==> config.mk <==
export PLATFORM = sky130hd
export DESIGN_NAME = mult_seq_scheduler_flat
export DESIGN_NICKNAME = d
export VERILOG_FILES = /design/src/rtl/mult_seq_scheduler_pkg.sv /design/src/rtl/mult_seq_scheduler_if.sv /design/src/rtl/mult_seq_scheduler_core.sv /design/src/rtl/mult_seq_scheduler.sv /design/src/flat_wrapper.sv
export SDC_FILE = /design/constraint.sdc
export NUM_CORES = 1
export LEC_CHECK = 0
export CAP_MARGIN = 10
export CORE_MARGIN = 2
export CORE_UTILIZATION = 45
export CTS_CLUSTER_SIZE = 30
export DETAILED_ROUTE_END_ITERATION = 10
export GPL_ROUTABILITY_DRIVEN = 0
export PLACE_DENSITY = 0.71
export SYNTH_ARGS = -nofsm -noshare
export SYNTH_HDL_FRONTEND = slang
export SYNTH_SLANG_ARGS = --single-unit
==> constraint.sdc <==
create_clock -name clk -period 3.5 [get_ports clk]
set_input_delay 0.525 -clock clk [delete_from_list [all_inputs] [get_ports clk]]
set_output_delay 0.525 -clock clk [all_outputs]
set_load 0.01 [all_outputs]
==> src/rtl/mult_seq_scheduler_pkg.sv <==
// mult_seq_pkg: shared state encoding, slice geometry and width checks for the sequential multiplier
package mult_seq_pkg;
  typedef enum logic [1:0] {IDLE, RUN, DONE} state_t;
  localparam int SLICE_W = 2;
  function automatic int n_slices(input int w);
    return w / SLICE_W;
  endfunction
  function automatic int n_steps(input int w);
    return n_slices(w) * n_slices(w);
  endfunction
  function automatic bit w_ok(input int w);
    return (w % 2 == 0) && (w >= 4) && (w <= 8);
  endfunction
endpackage

==> src/rtl/mult_seq_scheduler_if.sv <==
// mult_seq_scheduler_if: operand/product valid-ready bundle plus debug status
interface mult_seq_scheduler_if #(parameter int W = 4);
  import mult_seq_pkg::*;
  localparam int SW = $clog2(n_steps(W));
  logic in_valid;
  logic in_ready;
  logic [W-1:0] a;
  logic [W-1:0] b;
  logic out_valid;
  logic out_ready;
  logic [2*W-1:0] p;
  logic busy;
  logic [SW-1:0] step;
  modport master (output in_valid, a, b, out_ready, input in_ready, out_valid, p, busy, step);
  modport slave (input in_valid, a, b, out_ready, output in_ready, out_valid, p, busy, step);
endinterface

==> src/rtl/mult_seq_scheduler_core.sv <==
// mult2_core: combinational 2x2 unsigned multiply, drop-in slot for alternative 2x2 cores
module mult2_core (
  input  logic [1:0] a,
  input  logic [1:0] b,
  output logic [3:0] p
);
  assign p = {2'b00, a} * {2'b00, b};
endmodule

==> src/rtl/mult_seq_scheduler.sv <==
// mult_seq_scheduler: WxW multiply by stepping one 2x2 core over all slice pairs (MULT_SEQ_SKIP_ZERO_EN skips zero-slice pairs)
module mult_seq_scheduler
  import mult_seq_pkg::*;
#(
  parameter int W = 4
) (
  input logic clk,
  input logic rst_n,
  mult_seq_scheduler_if.slave bus
);
  localparam int N = n_slices(W);
  localparam int S = n_steps(W);
  localparam int IW = $clog2(S);
  localparam bit W_OK = w_ok(W);
  if (!W_OK) begin : g_bad_w
    $error("mult_seq_scheduler: W must be even and in 4..8");
  end
  state_t state, state_nx;
  logic [W-1:0] a_q, b_q, a_sh, b_sh;
  logic [2*W-1:0] acc, pp_sh;
  logic [IW-1:0] idx, idx_nx, first, i, j;
  logic [1:0] a_sl, b_sl;
  logic [3:0] pp;
  logic hit, last;
  wire accept = (state == IDLE) && bus.in_valid;
  mult2_core u_core (.a(a_sl), .b(b_sl), .p(pp));
  // select the slice pair for idx and align its partial product
  always_comb begin
    i = idx / IW'(N);
    j = idx % IW'(N);
    a_sh = a_q >> (SLICE_W * i);
    b_sh = b_q >> (SLICE_W * j);
    a_sl = a_sh[1:0];
    b_sl = b_sh[1:0];
    pp_sh = {{(2*W-4){1'b0}}, pp} << (SLICE_W * (i + j));
  end
`ifdef MULT_SEQ_SKIP_ZERO_EN
  logic [S-1:0] mask_in, mask_q, rem;
  logic [IW-1:0] nxt;
  // nonzero-pair mask of the offered operands and the next pair still to visit
  always_comb begin
    mask_in = '0;
    for (int k = 0; k < S; k++)
      mask_in[k] = (|bus.a[SLICE_W*(k/N) +: SLICE_W]) && (|bus.b[SLICE_W*(k%N) +: SLICE_W]);
    rem = mask_q & ~(S'(1) << idx);
    first = '0;
    nxt = '0;
    for (int k = S - 1; k >= 0; k--) begin
      if (mask_in[k]) first = IW'(k);
      if (rem[k]) nxt = IW'(k);
    end
    hit = mask_q[idx];
    last = rem == '0;
    idx_nx = nxt;
  end
  // pairs still owed a visit; an empty mask leaves one idle RUN cycle
  always_ff @(posedge clk)
    if (!rst_n) mask_q <= '0;
    else if (accept) mask_q <= mask_in;
    else if (state == RUN) mask_q <= rem;
`else
  // visit every pair in row-major order
  always_comb begin
    first = '0;
    hit = 1'b1;
    last = idx == IW'(S - 1);
    idx_nx = last ? '0 : idx + 1'b1;
  end
`endif
  // next state and Moore outputs
  always_comb begin
    state_nx = accept ? RUN :
               (state == RUN && last) ? DONE :
               (state == DONE && bus.out_ready) ? IDLE : state;
    bus.in_ready = state == IDLE;
    bus.out_valid = state == DONE;
    bus.busy = state == RUN;
    bus.step = (state == RUN) ? idx : '0;
    bus.p = acc;
  end
  // state, operand latch, index counter and accumulator
  always_ff @(posedge clk)
    if (!rst_n) begin
      state <= IDLE;
      acc <= '0;
      idx <= '0;
      a_q <= '0;
      b_q <= '0;
    end else begin
      state <= state_nx;
      if (accept) begin
        a_q <= bus.a;
        b_q <= bus.b;
        acc <= '0;
        idx <= first;
      end else if (state == RUN) begin
        acc <= acc + (hit ? pp_sh : '0);
        idx <= idx_nx;
      end
    end
endmodule

==> src/flat_wrapper.sv <==
// flat-port wrapper written by rule: the top's interface ports become plain ports
module mult_seq_scheduler_flat import mult_seq_pkg::*;
#(
  parameter int W = 4
)
  (clk, rst_n, bus_in_valid, bus_a, bus_b, bus_out_ready, bus_in_ready, bus_out_valid, bus_p, bus_busy, bus_step);
  mult_seq_scheduler_if #(.W(W)) bus_i ();
  input logic clk;
  input logic rst_n;
  input wire logic [$bits(bus_i.in_valid)-1:0] bus_in_valid;
  input wire logic [$bits(bus_i.a)-1:0] bus_a;
  input wire logic [$bits(bus_i.b)-1:0] bus_b;
  input wire logic [$bits(bus_i.out_ready)-1:0] bus_out_ready;
  output wire logic [$bits(bus_i.in_ready)-1:0] bus_in_ready;
  output wire logic [$bits(bus_i.out_valid)-1:0] bus_out_valid;
  output wire logic [$bits(bus_i.p)-1:0] bus_p;
  output wire logic [$bits(bus_i.busy)-1:0] bus_busy;
  output wire logic [$bits(bus_i.step)-1:0] bus_step;
  assign bus_i.in_valid = bus_in_valid;
  assign bus_i.a = bus_a;
  assign bus_i.b = bus_b;
  assign bus_i.out_ready = bus_out_ready;
  assign bus_in_ready = bus_i.in_ready;
  assign bus_out_valid = bus_i.out_valid;
  assign bus_p = bus_i.p;
  assign bus_busy = bus_i.busy;
  assign bus_step = bus_i.step;
  mult_seq_scheduler #(.W(W)) u_core (.clk(clk), .rst_n(rst_n), .bus(bus_i));
endmodule
==> flow_summary.toml <==
[synth]
synth_xor_xnor_area_share = 0.01414
synth_compound_area_frac = 0.2111
synth.avg_cell_area_sq_um = 8.203
netlist.area_leader.share = 0.3232
netlist_area_sq_mm = 0.001239
ys_types = 38
ys_seq_area_frac = 0.3232
muxShareOfSynthArea = 0.05657
synth_top_family_by_area = "simple AND/OR/NAND/NOR gates"
synth-simple-area-share = 0.2424
yosys_warnings = 0
synthCells = 151
ys_seq_elements = 20
syn_nets = 174
synth_top_area_cell = "dfxtp_1"
synthTopCellsByArea = "dfxtp_1 (32%), ha_1 (10%), nand2_1 (9.1%)"
synth_fa_ha_area_frac = 0.1172

[finish]
final.fill_count = 268
mostFrequentLayoutCell = "nand2_1"
regArea_sq_um = 400.4
multi_input_area_sq_um = 794.5
utilization = 0.5752
final_cell_mix = "nand2_1 (30), clkdlybuf4s50_1 (24), dfxtp_1 (20)"
area_delta_synth_final_pct = 24.75
post_route_cells_drive_above_1_share = 0.04651
antennaDiodeCount = 0
fin_nets = 196

[detailed_routing]
drtIter0Drc = 18
first_pass_iters = 4
via_per_inst = 5.576
num_vias = 1132
ant_nets = 0
routed_wl_um = 2487
drc = 0
wire_per_inst_um = 12.25

[clock_network]
cts_hold_buf = 0
post_cts_buffers = 0
cts_sinks = 20
htree_levels = 1
cts_tree = "done"
cts_root_buf = "clkbuf_4"
clk_pin_slew_worst_paths_ns = 0.11
post_cts_resized = 0
clockBufferDepth = 2
clock_latency_ns = 0.31
numCtsBuffers = 3

[floorplanning]
die-area_sq_mm = 0.003188
initial_core_util = 0.4611
die_w_um = 56.47
core-area_sq_mm = 0.002686
ios = 25
num_rows = 19
die_h_um = 56.47

[global_route]
met3_usage = 0.03687
gr-total-overflow = 0
gr-usage-all-layers = 0.1726
grt_max_degree = 16
grt_pass1_vias = 1066
grt.busiest_layer = "met2"
grt_use_met1 = 0.2057
met2_usage = 0.2973
antenna_found_initial = 0
grt_pass1_wl_um = 4409

[timing]
rsz0062_at_grt = "no"
fin_worst_skew_ns = 0.001416
setup_viol = 0
min_period_ns = 3.232
maxSlewHeadroom = 0.7385
period_share = 0.9234
tns_ns = 0
final-hold-violation-count = 0
max_freq_mhz = 309.4
tightest_slew_ns = 0.3913
slew_viol_final = 0

[flow_run]
maxCapViolations = 0

[pwr]
power_density_mw_per_mm2 = 324.3
leakage_nw = 0.6147
peakVddDrop_mv = 0.2101

[critical_path]
arrival_ns = 3.47
crit_type = "flop to flop"
critPathCaptureType = "flop"
cp.required_ns = 3.74
start_kind = "flop"
worstPathMaxFanout = 6

[place]
io_buffer_count = 24
hpwl_um = 1906

[status]
status = "complete, no violations"

[hold_path]
hp-class = "flop to flop"
[worst paths after layout]
check             slack (ns)              end           from  cells past startpoint
setup / recovery        0.27  u_core.bus.p[7]  u_core.idx[0]                     12
hold / removal          0.48    u_core.b_q[2]  u_core.b_q[2]                      2
setup reg to reg        0.27  u_core.bus.p[7]  u_core.idx[0]                     12
hold reg to reg         0.48    u_core.b_q[2]  u_core.b_q[2]                      2
[state kept, by name (all words and copies together), names as in the netlist]
name,count
u_core.b_q,4
u_core.idx,2
u_core.bus.p,8
u_core.state,2
u_core.a_q,4
[stage by stage]
step / worst slack (ns) / total power, mW / instances / area, sq um / hold slack (ns)
after global placement: 0.3326 / 0.3139 / 199 / 1493 / 0.4546
after CTS: 0.2772 / 0.5049 / 203 / 1545 / 0.4837
after global routing: 0.03688 / 0.5224 / 203 / 1545 / 0.4987
after detailed placement: 0.3090 / 0.3165 / 199 / 1493 / 0.4667
final: 0.2680 / 0.5012 / 203 / 1545 / 0.4782
after floorplan: 0.5532 / 0.2880 / 151 / 1239 / 0.4428
[cell usage after synthesis (all sizes together)]
cell and number:
a211o 1, a211oi 2, a21boi 10, a21o 3, a21oi 9, a22o 2, a311o 2, a31oi 2
and2 4, and4 2, buf 2, clkbuf 6, dfxtp 20, fa 1, ha 10, inv 3
mux2i 7, nand2 30, nand2b 2, nand3 1, nand4b 1, nor2 11, nor2b 2, nor3 1
nor3b 1, nor4 2, nor4b 1, o211ai 1, o21ai 4, o21bai 1, o31ai 1, or3 2
or3b 1, or4 1, xnor2 2
[cell families (layout without fill, tap and decap cells)]
group | count (synthesis) | after routing
XOR/XNOR | 2 | 2
AO/OA/AOI/OAI | 38 | 38
multiplexers | 7 | 7
adder cells (fa/ha/maj) | 11 | 11
flip-flops | 20 | 20
buffers and inverters | 11 | 32
AND/OR/NAND/NOR | 62 | 62
[worst max-delay path, cell delays in order (launching register included)]
cell and delay [ns]:
dfxtp_1 0.46, mux2i_1 0.32, nor2_1 0.09, ha_1 0.18, ha_1 0.29, mux2i_1 0.18
nor2_1 0.08, ha_1 0.36, o21ai_1 0.10, or3_1 0.38, and4_4 0.18, or4_1 0.39
a21oi_1 0.15
[power breakdown]
| group | total [mW] | leakage, nW | internal (mW) | switching, mW |
|---|---|---|---|---|
| Combinational | 0.0681 | 0.424 | 0.0325 | 0.0356 |
| Sequential | 0.243 | 0.163 | 0.236 | 0.00646 |
| Clock | 0.190 | 0.0279 | 0.116 | 0.0746 |
[area by class of cell]
cell class,count,share of cell area
repair buffers,25,0.1603
inverters,3,0.007287
well taps,31,0.02510
multi-input cells,120,0.5142
flip-flops and latches,20,0.2591
clock buffers,3,0.01457
clock inverters,1,0.01943
[layer usage]
metal / vias to the layer above / share of wire
li1: 584 / -
met1: 521 / 0.46
met2: 23 / 0.48
met3: 4 / 0.041
met4: 0 / 0.017
met5: - / 0
No activity file was read; power rests on OpenSTA's default activity.
